==> config.mk <==
export PLATFORM = sky130hd
export DESIGN_NAME = funcunit_ctrl
export DESIGN_NICKNAME = d
export VERILOG_FILES = /design/src/rtl/funcunit_pkg.sv /design/src/rtl/fu_regfile.sv /design/src/rtl/funcunit_ctrl.sv
export SDC_FILE = /design/constraint.sdc
export NUM_CORES = 1
export LEC_CHECK = 0
export BUFFER_PORTS_ARGS = -buffer_cell sky130_fd_sc_hd__buf_2
export CORE_ASPECT_RATIO = 1.75
export CORE_MARGIN = 5
export CORE_UTILIZATION = 40
export CTS_CLUSTER_SIZE = 28
export DETAILED_ROUTE_END_ITERATION = 12
export SLEW_MARGIN = 15
export SYNTH_ARGS = -nofsm -noshare
export SYNTH_HDL_FRONTEND = slang
export SYNTH_SLANG_ARGS = --single-unit
export TNS_END_PERCENT = 1
==> constraint.sdc <==
create_clock -name CLK -period 4.8 [get_ports CLK]
set_input_delay 0.24 -clock CLK [delete_from_list [all_inputs] [get_ports CLK]]
set_output_delay 0.24 -clock CLK [all_outputs]
set_load 0.01 [all_outputs]
==> src/rtl/funcunit_pkg.sv <==
// Shared constants and types for the function-unit command sequencer.
// FS codes follow the function unit's encoding; flags are packed {V,C,N,Z}.
package funcunit_pkg;

    localparam int unsigned DATA_W    = 16;
    localparam int unsigned REG_COUNT = 8;
    localparam int unsigned FLAG_W    = 4;

    localparam logic [3:0] FS_TRANSFER = 4'b0000;
    localparam logic [3:0] FS_INC      = 4'b0001;
    localparam logic [3:0] FS_ADD      = 4'b0010;
    localparam logic [3:0] FS_ADD_INC  = 4'b0011;
    localparam logic [3:0] FS_ADD_NOTB = 4'b0100;
    localparam logic [3:0] FS_SUB      = 4'b0101;
    localparam logic [3:0] FS_DEC      = 4'b0110;
    localparam logic [3:0] FS_TRANSF2  = 4'b0111;
    localparam logic [3:0] FS_AND      = 4'b1000;
    localparam logic [3:0] FS_OR       = 4'b1001;
    localparam logic [3:0] FS_XOR      = 4'b1010;
    localparam logic [3:0] FS_NOT      = 4'b1011;
    localparam logic [3:0] FS_LOAD_B   = 4'b1100;
    localparam logic [3:0] FS_SHR      = 4'b1101;
    localparam logic [3:0] FS_SHL      = 4'b1110;
    localparam logic [3:0] FS_HOLD     = 4'b1111;

    localparam int unsigned FLAG_V = 3;
    localparam int unsigned FLAG_C = 2;
    localparam int unsigned FLAG_N = 1;
    localparam int unsigned FLAG_Z = 0;

    typedef enum logic [2:0] {
        StIdle,
        StExec,
        StFlag,
        StMulAdd,
        StMulShl,
        StDone
    } state_t;

    function automatic logic [FLAG_W-1:0] pack_flags(input logic v, input logic c,
                                                     input logic n, input logic z);
        logic [FLAG_W-1:0] f;
        f         = '0;
        f[FLAG_V] = v;
        f[FLAG_C] = c;
        f[FLAG_N] = n;
        f[FLAG_Z] = z;
        return f;
    endfunction

endpackage

==> src/rtl/fu_regfile.sv <==
// Register file: two asynchronous read ports, one write port, R0 reads as zero.
// Whole array clears asynchronously on rst_n low.
module fu_regfile
    import funcunit_pkg::*;
#(
    parameter int unsigned NREG = REG_COUNT,
    parameter int unsigned DW   = DATA_W
) (
    input  logic                     clk,
    input  logic                     rst_n,
    input  logic                     we,
    input  logic [$clog2(NREG)-1:0]  waddr,
    input  logic [DW-1:0]            wdata,
    input  logic [$clog2(NREG)-1:0]  raddr_a,
    output logic [DW-1:0]            rdata_a,
    input  logic [$clog2(NREG)-1:0]  raddr_b,
    output logic [DW-1:0]            rdata_b
);

    logic [DW-1:0] regs [NREG];

    always_ff @(posedge clk or negedge rst_n) begin
        if (!rst_n) begin
            for (int unsigned i = 0; i < NREG; i++) begin
                regs[i] <= '0;
            end
        end else if (we && (waddr != '0)) begin
            regs[waddr] <= wdata;
        end
    end

    assign rdata_a = (raddr_a == '0) ? '0 : regs[raddr_a];
    assign rdata_b = (raddr_b == '0) ? '0 : regs[raddr_b];

endmodule

==> src/rtl/funcunit_ctrl.sv <==
// Command sequencer for the 16-bit function unit: single ops and an iterative multiply.
// Multiply macro-op is built only when FUNCUNIT_CTRL_MUL_EN is defined.
module funcunit_ctrl
    import funcunit_pkg::*;
#(
    parameter int unsigned NREG     = REG_COUNT,
    parameter int unsigned MUL_ITER = DATA_W
) (
    input  logic                     CLK,
    input  logic                     RESET,
    input  logic                     cmd_valid,
    output logic                     cmd_ready,
    input  logic [3:0]               cmd_fs,
    input  logic                     cmd_mul,
    input  logic [$clog2(NREG)-1:0]  cmd_dst,
    input  logic [$clog2(NREG)-1:0]  cmd_srca,
    input  logic [$clog2(NREG)-1:0]  cmd_srcb,
    input  logic                     cmd_imm_sel,
    input  logic [DATA_W-1:0]        cmd_imm,
    output logic [3:0]               fu_fs,
    output logic [DATA_W-1:0]        fu_a,
    output logic [DATA_W-1:0]        fu_b,
    input  logic [DATA_W-1:0]        fu_d,
    input  logic [FLAG_W-1:0]        fu_flags,
    output logic                     rsp_valid,
    input  logic                     rsp_ready,
    output logic [DATA_W-1:0]        rsp_data,
    output logic [FLAG_W-1:0]        rsp_flags,
    output logic                     rsp_err
);

    localparam int unsigned AW = $clog2(NREG);

    state_t              state_q;
    logic [AW-1:0]       dst_q;
    logic [DATA_W-1:0]   res_q;
    logic                wb_q;
    logic [DATA_W-1:0]   rdata_a;
    logic [DATA_W-1:0]   rdata_b;
    logic [DATA_W-1:0]   opb;

`ifdef FUNCUNIT_CTRL_MUL_EN
    localparam int unsigned CNT_W = $clog2(MUL_ITER + 1);

    logic [DATA_W-1:0]   acc_q;
    logic [DATA_W-1:0]   mcand_q;
    logic [DATA_W-1:0]   mplier_q;
    logic [CNT_W-1:0]    cnt_q;
`endif

    assign opb = cmd_imm_sel ? cmd_imm : rdata_b;

    // Writeback happens on the first DONE edge, so it lands before IDLE is re-entered.
    fu_regfile #(
        .NREG (NREG),
        .DW   (DATA_W)
    ) u_regfile (
        .clk     (CLK),
        .rst_n   (RESET),
        .we      (wb_q),
        .waddr   (dst_q),
        .wdata   (rsp_data),
        .raddr_a (cmd_srca),
        .rdata_a (rdata_a),
        .raddr_b (cmd_srcb),
        .rdata_b (rdata_b)
    );

    always_ff @(posedge CLK or negedge RESET) begin
        if (!RESET) begin
            state_q   <= StIdle;
            cmd_ready <= 1'b1;
            rsp_valid <= 1'b0;
            rsp_data  <= '0;
            rsp_flags <= '0;
            rsp_err   <= 1'b0;
            fu_fs     <= FS_HOLD;
            fu_a      <= '0;
            fu_b      <= '0;
            dst_q     <= '0;
            res_q     <= '0;
            wb_q      <= 1'b0;
`ifdef FUNCUNIT_CTRL_MUL_EN
            acc_q     <= '0;
            mcand_q   <= '0;
            mplier_q  <= '0;
            cnt_q     <= '0;
`endif
        end else begin
            unique case (state_q)
                StIdle: begin
                    if (cmd_valid) begin
                        dst_q     <= cmd_dst;
                        cmd_ready <= 1'b0;
                        if (!cmd_mul) begin
                            fu_fs   <= cmd_fs;
                            fu_a    <= rdata_a;
                            fu_b    <= opb;
                            state_q <= StExec;
                        end else begin
`ifdef FUNCUNIT_CTRL_MUL_EN
                            acc_q    <= '0;
                            mcand_q  <= rdata_a;
                            mplier_q <= opb;
                            cnt_q    <= '0;
                            fu_fs    <= opb[0] ? FS_ADD : FS_HOLD;
                            fu_a     <= '0;
                            fu_b     <= rdata_a;
                            state_q  <= StMulAdd;
`else
                            rsp_valid <= 1'b1;
                            rsp_err   <= 1'b1;
                            rsp_data  <= '0;
                            rsp_flags <= '0;
                            state_q   <= StDone;
`endif
                        end
                    end
                end
                StExec: begin
                    res_q   <= fu_d;
                    state_q <= StFlag;
                end
                StFlag: begin
                    // Flags are registered inside the unit, so they trail D by one cycle.
                    rsp_flags <= fu_flags;
                    rsp_data  <= res_q;
                    rsp_valid <= 1'b1;
                    rsp_err   <= 1'b0;
                    wb_q      <= 1'b1;
                    fu_fs     <= FS_HOLD;
                    state_q   <= StDone;
                end
`ifdef FUNCUNIT_CTRL_MUL_EN
                StMulAdd: begin
                    if (mplier_q[0]) begin
                        acc_q <= fu_d;
                    end
                    fu_fs   <= FS_SHL;
                    fu_a    <= '0;
                    fu_b    <= mcand_q;
                    state_q <= StMulShl;
                end
                StMulShl: begin
                    mcand_q  <= fu_d;
                    mplier_q <= mplier_q >> 1;
                    cnt_q    <= cnt_q + 1'b1;
                    if ((mplier_q[DATA_W-1:1] == '0) || (cnt_q == CNT_W'(MUL_ITER - 1))) begin
                        fu_fs     <= FS_HOLD;
                        rsp_data  <= acc_q;
                        rsp_flags <= pack_flags(1'b0, 1'b0, acc_q[DATA_W-1], acc_q == '0);
                        rsp_valid <= 1'b1;
                        rsp_err   <= 1'b0;
                        wb_q      <= 1'b1;
                        state_q   <= StDone;
                    end else begin
                        // Next add uses the shifted multiplier bit and the freshly shifted mcand.
                        fu_fs   <= mplier_q[1] ? FS_ADD : FS_HOLD;
                        fu_a    <= acc_q;
                        fu_b    <= fu_d;
                        state_q <= StMulAdd;
                    end
                end
`endif
                StDone: begin
                    wb_q <= 1'b0;
                    if (rsp_ready) begin
                        rsp_valid <= 1'b0;
                        rsp_err   <= 1'b0;
                        cmd_ready <= 1'b1;
                        state_q   <= StIdle;
                    end
                end
                default: begin
                    fu_fs     <= FS_HOLD;
                    cmd_ready <= 1'b1;
                    state_q   <= StIdle;
                end
            endcase
        end
    end

endmodule

==> flow_summary.yaml <==
timing:
  drv_slew: 0
  setup_viol: 0
  fin_crit_ns: 2.33
  worstMarginPinSlew_ns: 1.11
  finClkSkew_ns: 0.0249
  slew_headroom_pct: 26.1
  setup_tns_ns: 0
  finalHoldViolCount: 92
  timing.hold.ws_ns: -0.150
  rsz0062_at_grt: "false"
  max_freq_ghz: 0.430
  post-route-period-util_pct: 48.5
clocking:
  clkSinkCount: 194
  cts-root-buf: "clkbuf_16"
  htreeDepth: 4
  insertion_delay_ns: 0.45
  numCtsBuffers: 17
  postCtsResizedCells: 0
  post_cts_buffers: 0
  clkTransAtPathRegs_ns: 0.07
  tritoncts: "done"
  clk_path_buf_depth: 2
  hold_buffers: 0
pwr:
  p_total_w: 0.00621
  switching_power_w: 0.00206
  ir_drop_uv: 261
  power_switching_share_pct: 33.2
  pwr_density_cell_mw_per_mm2: 581
  clkPwrFrac_pct: 22.6
  power.internal_w: 0.00415
  leakage_nw: 4.98
  combPwrFrac_pct: 31.3
  seqPwrFrac_pct: 46.1
logic_synthesis:
  ys_types: 38
  synth.cell_area_mm2: 0.00927
  yosysMostFrequentCell: "dfrtp_1"
  yosysSeqAreaShare_pct: 52.5
  synth_top_cell_by_area: "dfrtp_1"
  ys.flop_type: "dfrtp_1"
  yosysWarnings: 0
  synth_top_area_share_pct: 51.0
  synth_edf_count: 0
  syn_inst: 687
  yosys-top-cells-area: "dfrtp_1, mux2_2, mux4_2"
  netlist_top_cells_count: "dfrtp_1, mux2_2, nand2_1, a221oi_1, clkbuf_1"
  synth_seq_cells: 194
  ys_async_sr_fraction_pct: 100
  avgSynthCellArea_um2: 13.5
  syn_nets: 742
worst_setup_path:
  crit_arrival_ns: 2.69
  reg2reg_to: "fu_b[6]$_DFFE_PN0P_"
  critPathBufInv: 0
  crit_top_cell: "nand3_1"
  cp_num_cells: 4
  required_ns: 5.17
  cp_cell_sequence: "or4b_1 > nor2_2 > nand3_1 > nand3_1"
  r2r_slack_ns: 2.47
  path_max_fanout: 19
  path_class: "reg -> reg"
  max_stage_delay_ns: 0.77
  slowest_stage: "nor2_2"
  cp-startpoint: "state_q[1]$_DFFE_PN0P_"
  reg2reg_from: "state_q[1]$_DFFE_PN0P_"
  critPathTopFamily: "simple AND/OR/NAND/NOR gates"
  end_kind: "flop"
  reg2reg_depth: 4
  critPathLaunchType: "flop"
  crit_end: "fu_b[6]$_DFFE_PN0P_"
routing:
  ant_nets: 0
  finalWirelength_um: 23500
  viasPerCell: 5.59
  wl_per_cell_um: 21.6
  drc: 0
  firstDrtPassIters: 5
  drtIter0Drc: 379
  vias: 6096
cells_and_area:
  fin_cells: 1091
  area_growth_pct: 15.3
  drive_gt1_share_pct: 47.5
  utilization_pct: 47.0
  nets: 833
  diodes: 0
run_status:
  status: "finished, violations left"
  failed_checks: "negative hold slack"
floorplan:
  ios: 114
  std_cell_rows: 73
  die_area_mm2: 0.0264
  die_h_um: 211
  start_util_pct: 40.7
  core_mm2: 0.0227
  fp.dieW_um: 125
placement:
  placedCellCount: 1059
  dp.final_hpwl_um: 15600
  port_buffers: 113
  gp_congestion: 0.764
run:
  max_cap_violations: 0
global_routing:
  grt_usage_pct: 18.5
  grt_max_degree: 133
  grt-ovfl-total: 0
  grt_pass1_wl_um: 38200
  antenna_found_initial: 0
  grt_pass1_vias: 6801
min_path:
  hp-class: "in -> async"
flip-flops by register name, indices dropped and copies added, names as in the netlist:
| register | flops |
|---|---|
| rsp_data | 16 |
| state_q | 3 |
| wb_q | 1 |
| fu_fs | 4 |
| dst_q | 3 |
| rsp_flags | 4 |
| res_q | 16 |
| rsp_valid | 1 |
| fu_b | 16 |
| cmd_ready | 1 |
| u_regfile.regs | 112 |
| rsp_err | 1 |
| fu_a | 16 |
how the worst min path moves through the flow:
stage | slack, ns | endpoint | start | cells after the start
floorplan | -0.06 | dst_q[0]$_DFFE_PN0P_ | RESET | 0
global placement | 0.46 | fu_a[7]$_DFFE_PN0P_ | fu_a[7]$_DFFE_PN0P_ | 2
detailed placement | 0.46 | fu_a[7]$_DFFE_PN0P_ | fu_a[7]$_DFFE_PN0P_ | 2
CTS | 0.0008 | rsp_flags[2]$_DFFE_PN0P_ | fu_flags[2] | 2
global route | 0.006 | rsp_flags[3]$_DFFE_PN0P_ | RESET | 1
finish | -0.15 | rsp_flags[0]$_DFFE_PN0P_ | RESET | 1
power groups by stage:
stage	Clock, W	Combinational, W	Sequential, W
floorplan	0	0.00139	0.00276
global placement	0	0.00190	0.00281
detailed placement	0	0.00197	0.00289
CTS	0.00145	0.00198	0.00286
global route	0.00152	0.00213	0.00295
finish	0.00140	0.00195	0.00286
through the flow:
stage | hold WS [ns] | instance area, um2 | worst slack, ns
after floorplan | -0.0556 | 9270 | 2.87
after global placement | 0.461 | 10100 | 2.42
after detailed placement | 0.465 | 10100 | 2.39
after CTS | 0.000849 | 10700 | 2.37
after global routing | 0.00618 | 10700 | 2.36
final | -0.150 | 10700 | 2.47
cell type report:
| cell class | count | area (um2) |
|---|---|---|
| tap | 300 | 375 |
| clock inverter | 13 | 136 |
| inverter | 15 | 56.3 |
| multi-input combinational | 423 | 4130 |
| sequential | 194 | 4860 |
| fill | 2038 | 12100 |
| clock buffer | 19 | 443 |
| timing repair buffer | 127 | 681 |
placed cells by master (no fill, tap or decap), types with 15 or more instances in the layout:
master,count
buf_2,112
nand2_1,31
clkbuf_16,17
a221oi_1,29
dfrtp_1,189
a22o_1,21
a21oi_1,23
mux2_2,167
mux4_2,26
nor2b_1,18
inv_1,15
mux2i_1,17
nand3_1,15
cells by family after synthesis:
kind of cell	count (synthesis)	share of synthesized area, %
muxes	210	28.4
DFF	194	52.5
buffers and inverters	70	3.42
and+or+nand+nor	101	5.59
AOI/OAI and AO/OA	112	10.1
routing by layer:
layer | vias up | share of wire (%) | track usage (%)
met2 | 170 | 53 | 32.6
met4 | 0 | 0.88 | 6.03
met5 | - | 0 | 0
li1 | 2751 | - | -
met3 | 9 | 4.8 | 4.22
met1 | 3166 | 41 | 22.4
Power figures use the tool's default switching activity.
